===== config.mk =====
export PLATFORM = sky130hd
export DESIGN_NAME = code_reader
export DESIGN_NICKNAME = d
export VERILOG_FILES = /design/src/rtl/code_reader.sv
export SDC_FILE = /design/constraint.sdc
export NUM_CORES = 1
export LEC_CHECK = 0
export BUFFER_PORTS_ARGS = -buffer_cell sky130_fd_sc_hd__buf_2
export CAP_MARGIN = 25
export CORE_UTILIZATION = 40
export DETAILED_ROUTE_END_ITERATION = 12
export PLACE_DENSITY = 0.73
export SYNTH_ARGS = -nofsm -noshare
export SYNTH_HDL_FRONTEND = slang
export SYNTH_SLANG_ARGS = --single-unit

===== constraint.sdc =====
create_clock -name clk -period 7.9 [get_ports clk]
set_input_delay 0 -clock clk [delete_from_list [all_inputs] [get_ports clk]]
set_output_delay 0 -clock clk [all_outputs]
set_load 0.01 [all_outputs]

===== src/rtl/code_reader.sv =====
// code_reader: read-side sequencer for the DigiLock 4x16-bit code memory.
// Walks memory slots 0..3 (registered read), compares each word against the
// matching 16-bit slice of a latched 64-bit attempt, and reports match/no-match.
// Optional lockout (fail counter + lock timer + LOCKED state) is compiled in
// when CODE_READER_LOCKOUT_EN is defined; otherwise locked is tied low.
//
// Handshake: start is a level request sampled on the rising edge while the
// sequencer is free (IDLE, or the DONE cycle when no lockout is triggering);
// done is a one-cycle strobe and match is valid while done=1 and held until
// the next accepted start. Requests arriving while busy or locked are dropped.
module code_reader #(
  parameter int MAX_FAILS   = 3,
  parameter int LOCK_CYCLES = 1000
) (
  input  logic        clk,
  input  logic        reset,
  input  logic        start,
  input  logic [63:0] attempt,
  output logic [1:0]  mem_idx,
  output logic        mem_enable,
  output logic        mem_wr,
  input  logic [15:0] mem_rdata,
  output logic        busy,
  output logic        done,
  output logic        match,
  output logic        locked
);

  typedef enum logic [1:0] {
    S_IDLE   = 2'd0,
    S_READ   = 2'd1,
    S_DONE   = 2'd2,
    S_LOCKED = 2'd3
  } state_t;

  // Exposed for checkers via hierarchical reference.
  state_t      state;
  state_t      state_next;

  logic [2:0]  rd_cnt;
  logic [63:0] attempt_q;
  logic        mismatch;
  logic        match_q;
  logic [15:0] cmp_word;
  logic        word_ne;
  logic        lock_trigger;
  logic        accept;

  // Latched word that lines up with the data returning this cycle
  // (data for slot rd_cnt-1 arrives while rd_cnt is presented).
  always_comb begin
    cmp_word = attempt_q[63:48];
    case (rd_cnt)
      3'd1:    cmp_word = attempt_q[15:0];
      3'd2:    cmp_word = attempt_q[31:16];
      3'd3:    cmp_word = attempt_q[47:32];
      default: cmp_word = attempt_q[63:48];
    endcase
  end

  assign word_ne = (mem_rdata != cmp_word);

`ifdef CODE_READER_LOCKOUT_EN
  localparam logic [4:0]  MAX_FAILS_W = 5'(MAX_FAILS);
  localparam logic [19:0] LOCK_LOAD   = 20'(LOCK_CYCLES - 1);

  logic [3:0]  fail_cnt;
  logic [19:0] lock_timer;

  // A failing result that brings the consecutive-fail count to MAX_FAILS locks.
  assign lock_trigger = (state == S_DONE) && !match_q &&
                        (({1'b0, fail_cnt} + 5'd1) == MAX_FAILS_W);

  // Fail counter and lock timer: updated in the DONE cycle, timer runs in LOCKED.
  always_ff @(posedge clk) begin
    if (reset) begin
      fail_cnt   <= 4'd0;
      lock_timer <= 20'd0;
    end else if (state == S_DONE) begin
      if (match_q) begin
        fail_cnt <= 4'd0;
      end else if (lock_trigger) begin
        fail_cnt   <= 4'd0;
        lock_timer <= LOCK_LOAD;
      end else begin
        fail_cnt <= fail_cnt + 4'd1;
      end
    end else if ((state == S_LOCKED) && (lock_timer != 20'd0)) begin
      lock_timer <= lock_timer - 20'd1;
    end
  end
`else
  assign lock_trigger = 1'b0;
`endif

  // The DONE cycle can take the next request so attempts run every 6 cycles.
  assign accept = start && ((state == S_IDLE) ||
                            ((state == S_DONE) && !lock_trigger));

  // State register.
  always_ff @(posedge clk) begin
    if (reset) state <= S_IDLE;
    else       state <= state_next;
  end

  // Read datapath: latch attempt, step the slot counter, accumulate mismatch.
  always_ff @(posedge clk) begin
    if (reset) begin
      rd_cnt    <= 3'd0;
      attempt_q <= 64'd0;
      mismatch  <= 1'b0;
      match_q   <= 1'b0;
    end else if (accept) begin
      attempt_q <= attempt;
      mismatch  <= 1'b0;
      rd_cnt    <= 3'd0;
      match_q   <= 1'b0;
    end else if (state == S_READ) begin
      rd_cnt <= rd_cnt + 3'd1;
      if (rd_cnt != 3'd0) mismatch <= mismatch | word_ne;
      if (rd_cnt == 3'd4) match_q  <= ~(mismatch | word_ne);
    end
  end

  // Next-state logic.
  always_comb begin
    state_next = state;
    case (state)
      S_IDLE: if (start) state_next = S_READ;
      S_READ: if (rd_cnt == 3'd4) state_next = S_DONE;
      S_DONE: begin
        if (lock_trigger) state_next = S_LOCKED;
        else if (start)   state_next = S_READ;
        else              state_next = S_IDLE;
      end
`ifdef CODE_READER_LOCKOUT_EN
      S_LOCKED: if (lock_timer == 20'd0) state_next = S_IDLE;
`else
      S_LOCKED: state_next = S_IDLE;
`endif
      default: state_next = S_IDLE;
    endcase
  end

  // Outputs decoded from state and slot counter.
  always_comb begin
    mem_enable = 1'b0;
    mem_idx    = 2'd0;
    busy       = 1'b0;
    done       = 1'b0;
    locked     = 1'b0;
    case (state)
      S_READ: begin
        mem_enable = (rd_cnt <= 3'd3);
        mem_idx    = rd_cnt[1:0];
        busy       = 1'b1;
      end
      S_DONE: begin
        busy = 1'b1;
        done = 1'b1;
      end
      S_LOCKED: locked = 1'b1;
      default: ;
    endcase
  end

  assign mem_wr = 1'b0;
  assign match  = match_q;

endmodule


==> results.py <==
metrics = {
    "status": {
        "status": "finished, final reports clean",
    },
    "synthesis": {
        "synth-compound-area-share_pct": 20.9,
        "yosys.area_share.simple_pct": 29.0,
        "synth_xor_area_share_pct": 0.743,
        "synthesis.instances": 466,
        "synth_area_mm2": 0.00354,
        "synth_edf_count": 0,
        "ys_seq_elements": 71,
        "yosysWarnings": 0,
        "syn_nets": 558,
        "synthArstFlopShare_pct": 0,
        "synth_top_family_by_area": "simple AND/OR/NAND/NOR gates",
        "synth.area.mux_share_pct": 0.283,
        "avgSynthCellArea_um2": 7.59,
        "yosysSeqAreaShare_pct": 40.2,
        "synth_ff_type": "dfxtp_1",
        "synth_fa_ha_area_share_pct": 3.18,
        "ys_types": 45,
    },
    "drt": {
        "wirelength_mm": 10.8,
        "first_pass_iters": 5,
        "dr_total_vias": 3707,
        "wl_per_cell_um": 15.3,
        "detail-route-antenna-nets": 0,
        "drtIter0Drc": 316,
        "via_per_inst": 5.23,
        "drc": 0,
    },
    "setup_path": {
        "critPathRequiredTime_ns": 8.15,
        "critical_path_class": "flip-flop to flip-flop",
        "r2r_setup_slack_ns": 4.68,
        "worst_setup_path_start_kind": "flip-flop",
        "r2r_start": "rd_cnt[2]$_SDFFE_PP0P_",
        "critPathLaunch": "rd_cnt[2]$_SDFFE_PP0P_",
        "r2r_cells": 8,
        "cp_num_buf_inv": 2,
        "cp_cell_sequence": "inv_1, ha_1, buf_4, a222oi_1, and3_1, o2111ai_1, or4_1, o311a_1",
        "r2r_end": "mismatch$_SDFFE_PP0P_",
        "cp_data_arrival_time_ns": 3.46,
        "cpMaxStageDelayCell": "dfxtp_1",
        "critical_path.max_stage_delay_ns": 0.84,
        "end_kind": "flip-flop",
        "path_delay_family": "compound AO/OA/AOI/OAI gates",
        "cp_max_fo": 41,
        "cp_num_cells": 8,
        "cp-endpoint": "mismatch$_SDFFE_PP0P_",
    },
    "pwr": {
        "leakage_nw": 1.93,
        "ir_worst_vdd_uv": 97.1,
        "power_density_mw_per_mm2": 177,
    },
    "clock_network": {
        "clk-insertion-delay-late_ns": 0.36,
        "cts.path.max_buffers": 2,
        "path_clk_slew_ns": 0.08,
        "h-tree-depth": 3,
        "cts_root_buffer": "clkbuf_8",
        "cts_tree": "done",
        "cts_buffers": 9,
        "cts.sinks": 71,
        "ctsResizeCount": 0,
    },
    "global_routing": {
        "grt_max_degree": 72,
        "grt_pass1_wl_mm": 16.7,
        "antenna_found_initial": 0,
        "grt_overflow": 0,
        "first_global_vias": 3425,
        "track_usage_pct": 24.5,
    },
    "finish": {
        "final_nets": 691,
        "design_area_mm2": 0.00482,
        "drive_gt1_share_pct": 18.4,
        "fillerInstances": 775,
        "area_delta_synth_final_pct": 36.2,
        "antenna_cells": 0,
    },
    "placed_design": {
        "place.gp.congestion": 0.919,
        "place_area_mm2": 0.00400,
        "hpwl_mm": 7.01,
        "numPortBuffers": 89,
    },
    "sta": {
        "setup_viol_count_final": 0,
        "finalCritPeriodShare_pct": 40.7,
        "rsz0062_at_grt": "no",
        "setup_tns_ns": 0,
        "drv_slew": 0,
        "hold_viol_final": 0,
        "timing.slew.headroom_pct": 47.1,
        "finClkSkew_ns": 0.00793,
        "fmax_ghz": 0.311,
        "worst_pin_slew_ns": 0.793,
        "period_needed_ns": 3.22,
    },
    "hold_path": {
        "hold_class": "input port to flip-flop",
    },
    "floorplanning": {
        "die_h_um": 96.0,
        "rows": 33,
        "chipWidth_um": 96.0,
        "coreArea_mm2": 0.00838,
        "start_util_pct": 42.2,
        "die_area_mm2": 0.00922,
        "ios": 91,
    },
    "job": {
        "maxCapViolations": 0,
    },
}
[kinds of logic after synthesis]
kind of cell,Yosys count
AO/OA/AOI/OAI,117
other,1
XOR/XNOR,3
multiplexers,1
AND/OR/NAND/NOR,218
buffers and inverters,46
adder cells (fa/ha/maj),9
flip-flops,71
[per-layer routing]
metal | GRT usage (%) | vias up | share of wire [%]
met5 | 0 | - | 0
met4 | 9.95 | 0 | 2.2
met3 | 4.50 | 19 | 5.3
met2 | 39.8 | 127 | 46
met1 | 32.0 | 1679 | 47
li1 | - | 1882 | -
[cell usage after synthesis, drive strengths merged, types with 2 or more instances]
cell type	n	area [um2]
nand2	139	522
a21oi	71	355
dfxtp	71	1420
clkbuf	24	90.1
nand3b	23	173
nor3	15	75.1
o21ai	12	60.1
buf	11	65.1
inv	11	41.3
ha	9	113
o2111a	9	101
nand3	8	40.0
or3	8	50.1
nor2	6	22.5
a2111oi	4	35.0
a222oi	4	40.0
nand4	4	25.0
a211o	3	26.3
a221oi	3	26.3
nor2b	3	18.8
a21o	2	15.0
and2	2	12.5
and3b	2	17.5
nand2b	2	12.5
o21a	2	15.0
o2bb2ai	2	17.5
xor2	2	17.5
[power by group]
group / switching [mW] / internal, mW / leakage [nW]
Clock: 0.138 / 0.130 / 0.0894
Sequential: 0.0225 / 0.384 / 0.583
Combinational: 0.0925 / 0.0838 / 1.25
[worst min-delay path by stage]
stage                start                          to  cells past startpoint
2_1_floorplan  attempt[30]  attempt_q[30]$_SDFFE_PP0P_                      2
3_3_place_gp   attempt[11]  attempt_q[11]$_SDFFE_PP0P_                      3
3_5_place_dp   attempt[29]  attempt_q[29]$_SDFFE_PP0P_                      3
4_1_cts              start       state[1]$_SDFFE_PP0P_                      3
5_1_grt              start       state[1]$_SDFFE_PP0P_                      3
6_report             start       state[1]$_SDFFE_PP0P_                      3
[registers in the layout (all words and copies together), names as in the netlist]
register and count:
match 1, attempt_q 64, state 2, mismatch 1, rd_cnt 3
[through the flow]
stage                     hold WS [ns]  utilization (%)  power (mW)  cells  setup WS (ns)
after detailed placement         0.248             47.7       0.564    629           4.76
after CTS                       0.0293             57.5       0.851    709           4.74
after global placement           0.243             47.7       0.559    629           4.86
after floorplan                  0.136                -       0.512    466           5.17
after global routing            0.0514             57.5       0.893    709           4.52
final                           0.0325             57.5       0.851    709           4.68
[layout make-up]
| type | instances | area [um2] | share of cell area (%) |
|---|---|---|---|
| multi-input cells | 349 | 1930 | 40.1 |
| well taps | 105 | 131 | 2.73 |
| repair buffers | 157 | 1120 | 23.2 |
| inverters | 11 | 41.3 | 0.857 |
| flip-flops and latches | 71 | 1420 | 29.5 |
| clock inverters | 3 | 17.5 | 0.364 |
| clock buffers | 13 | 159 | 3.30 |
[placed cells by master, fill, tap and decap left out, types with 11 or more instances in the layout]
cell           Yosys  routed
nand2_1          139     139
buf_2              7      89
a21oi_1           71      71
dfxtp_1           71      71
dlygate4sd3_1      0      64
nand3b_1          23      23
nor3_1            15      15
inv_1             11      11
o21ai_0           11      11
clkbuf_8           0      11
[worst register-to-register path: stages, from the launching register on]
cell	delay, ns
dfxtp_1	0.84
inv_1	0.10
ha_1	0.22
buf_4	0.24
a222oi_1	0.45
and3_1	0.22
o2111ai_1	0.10
or4_1	0.57
o311a_1	0.36
[what timing repair did]
| action | 4_1_cts | 5_1_grt |
|---|---|---|
| buffers inserted | 0 | 0 |
| hold buffers | 64 | 0 |
| hold endpoints to repair | 64 | 0 |
Note: power is estimated with default switching activity, not from simulation.
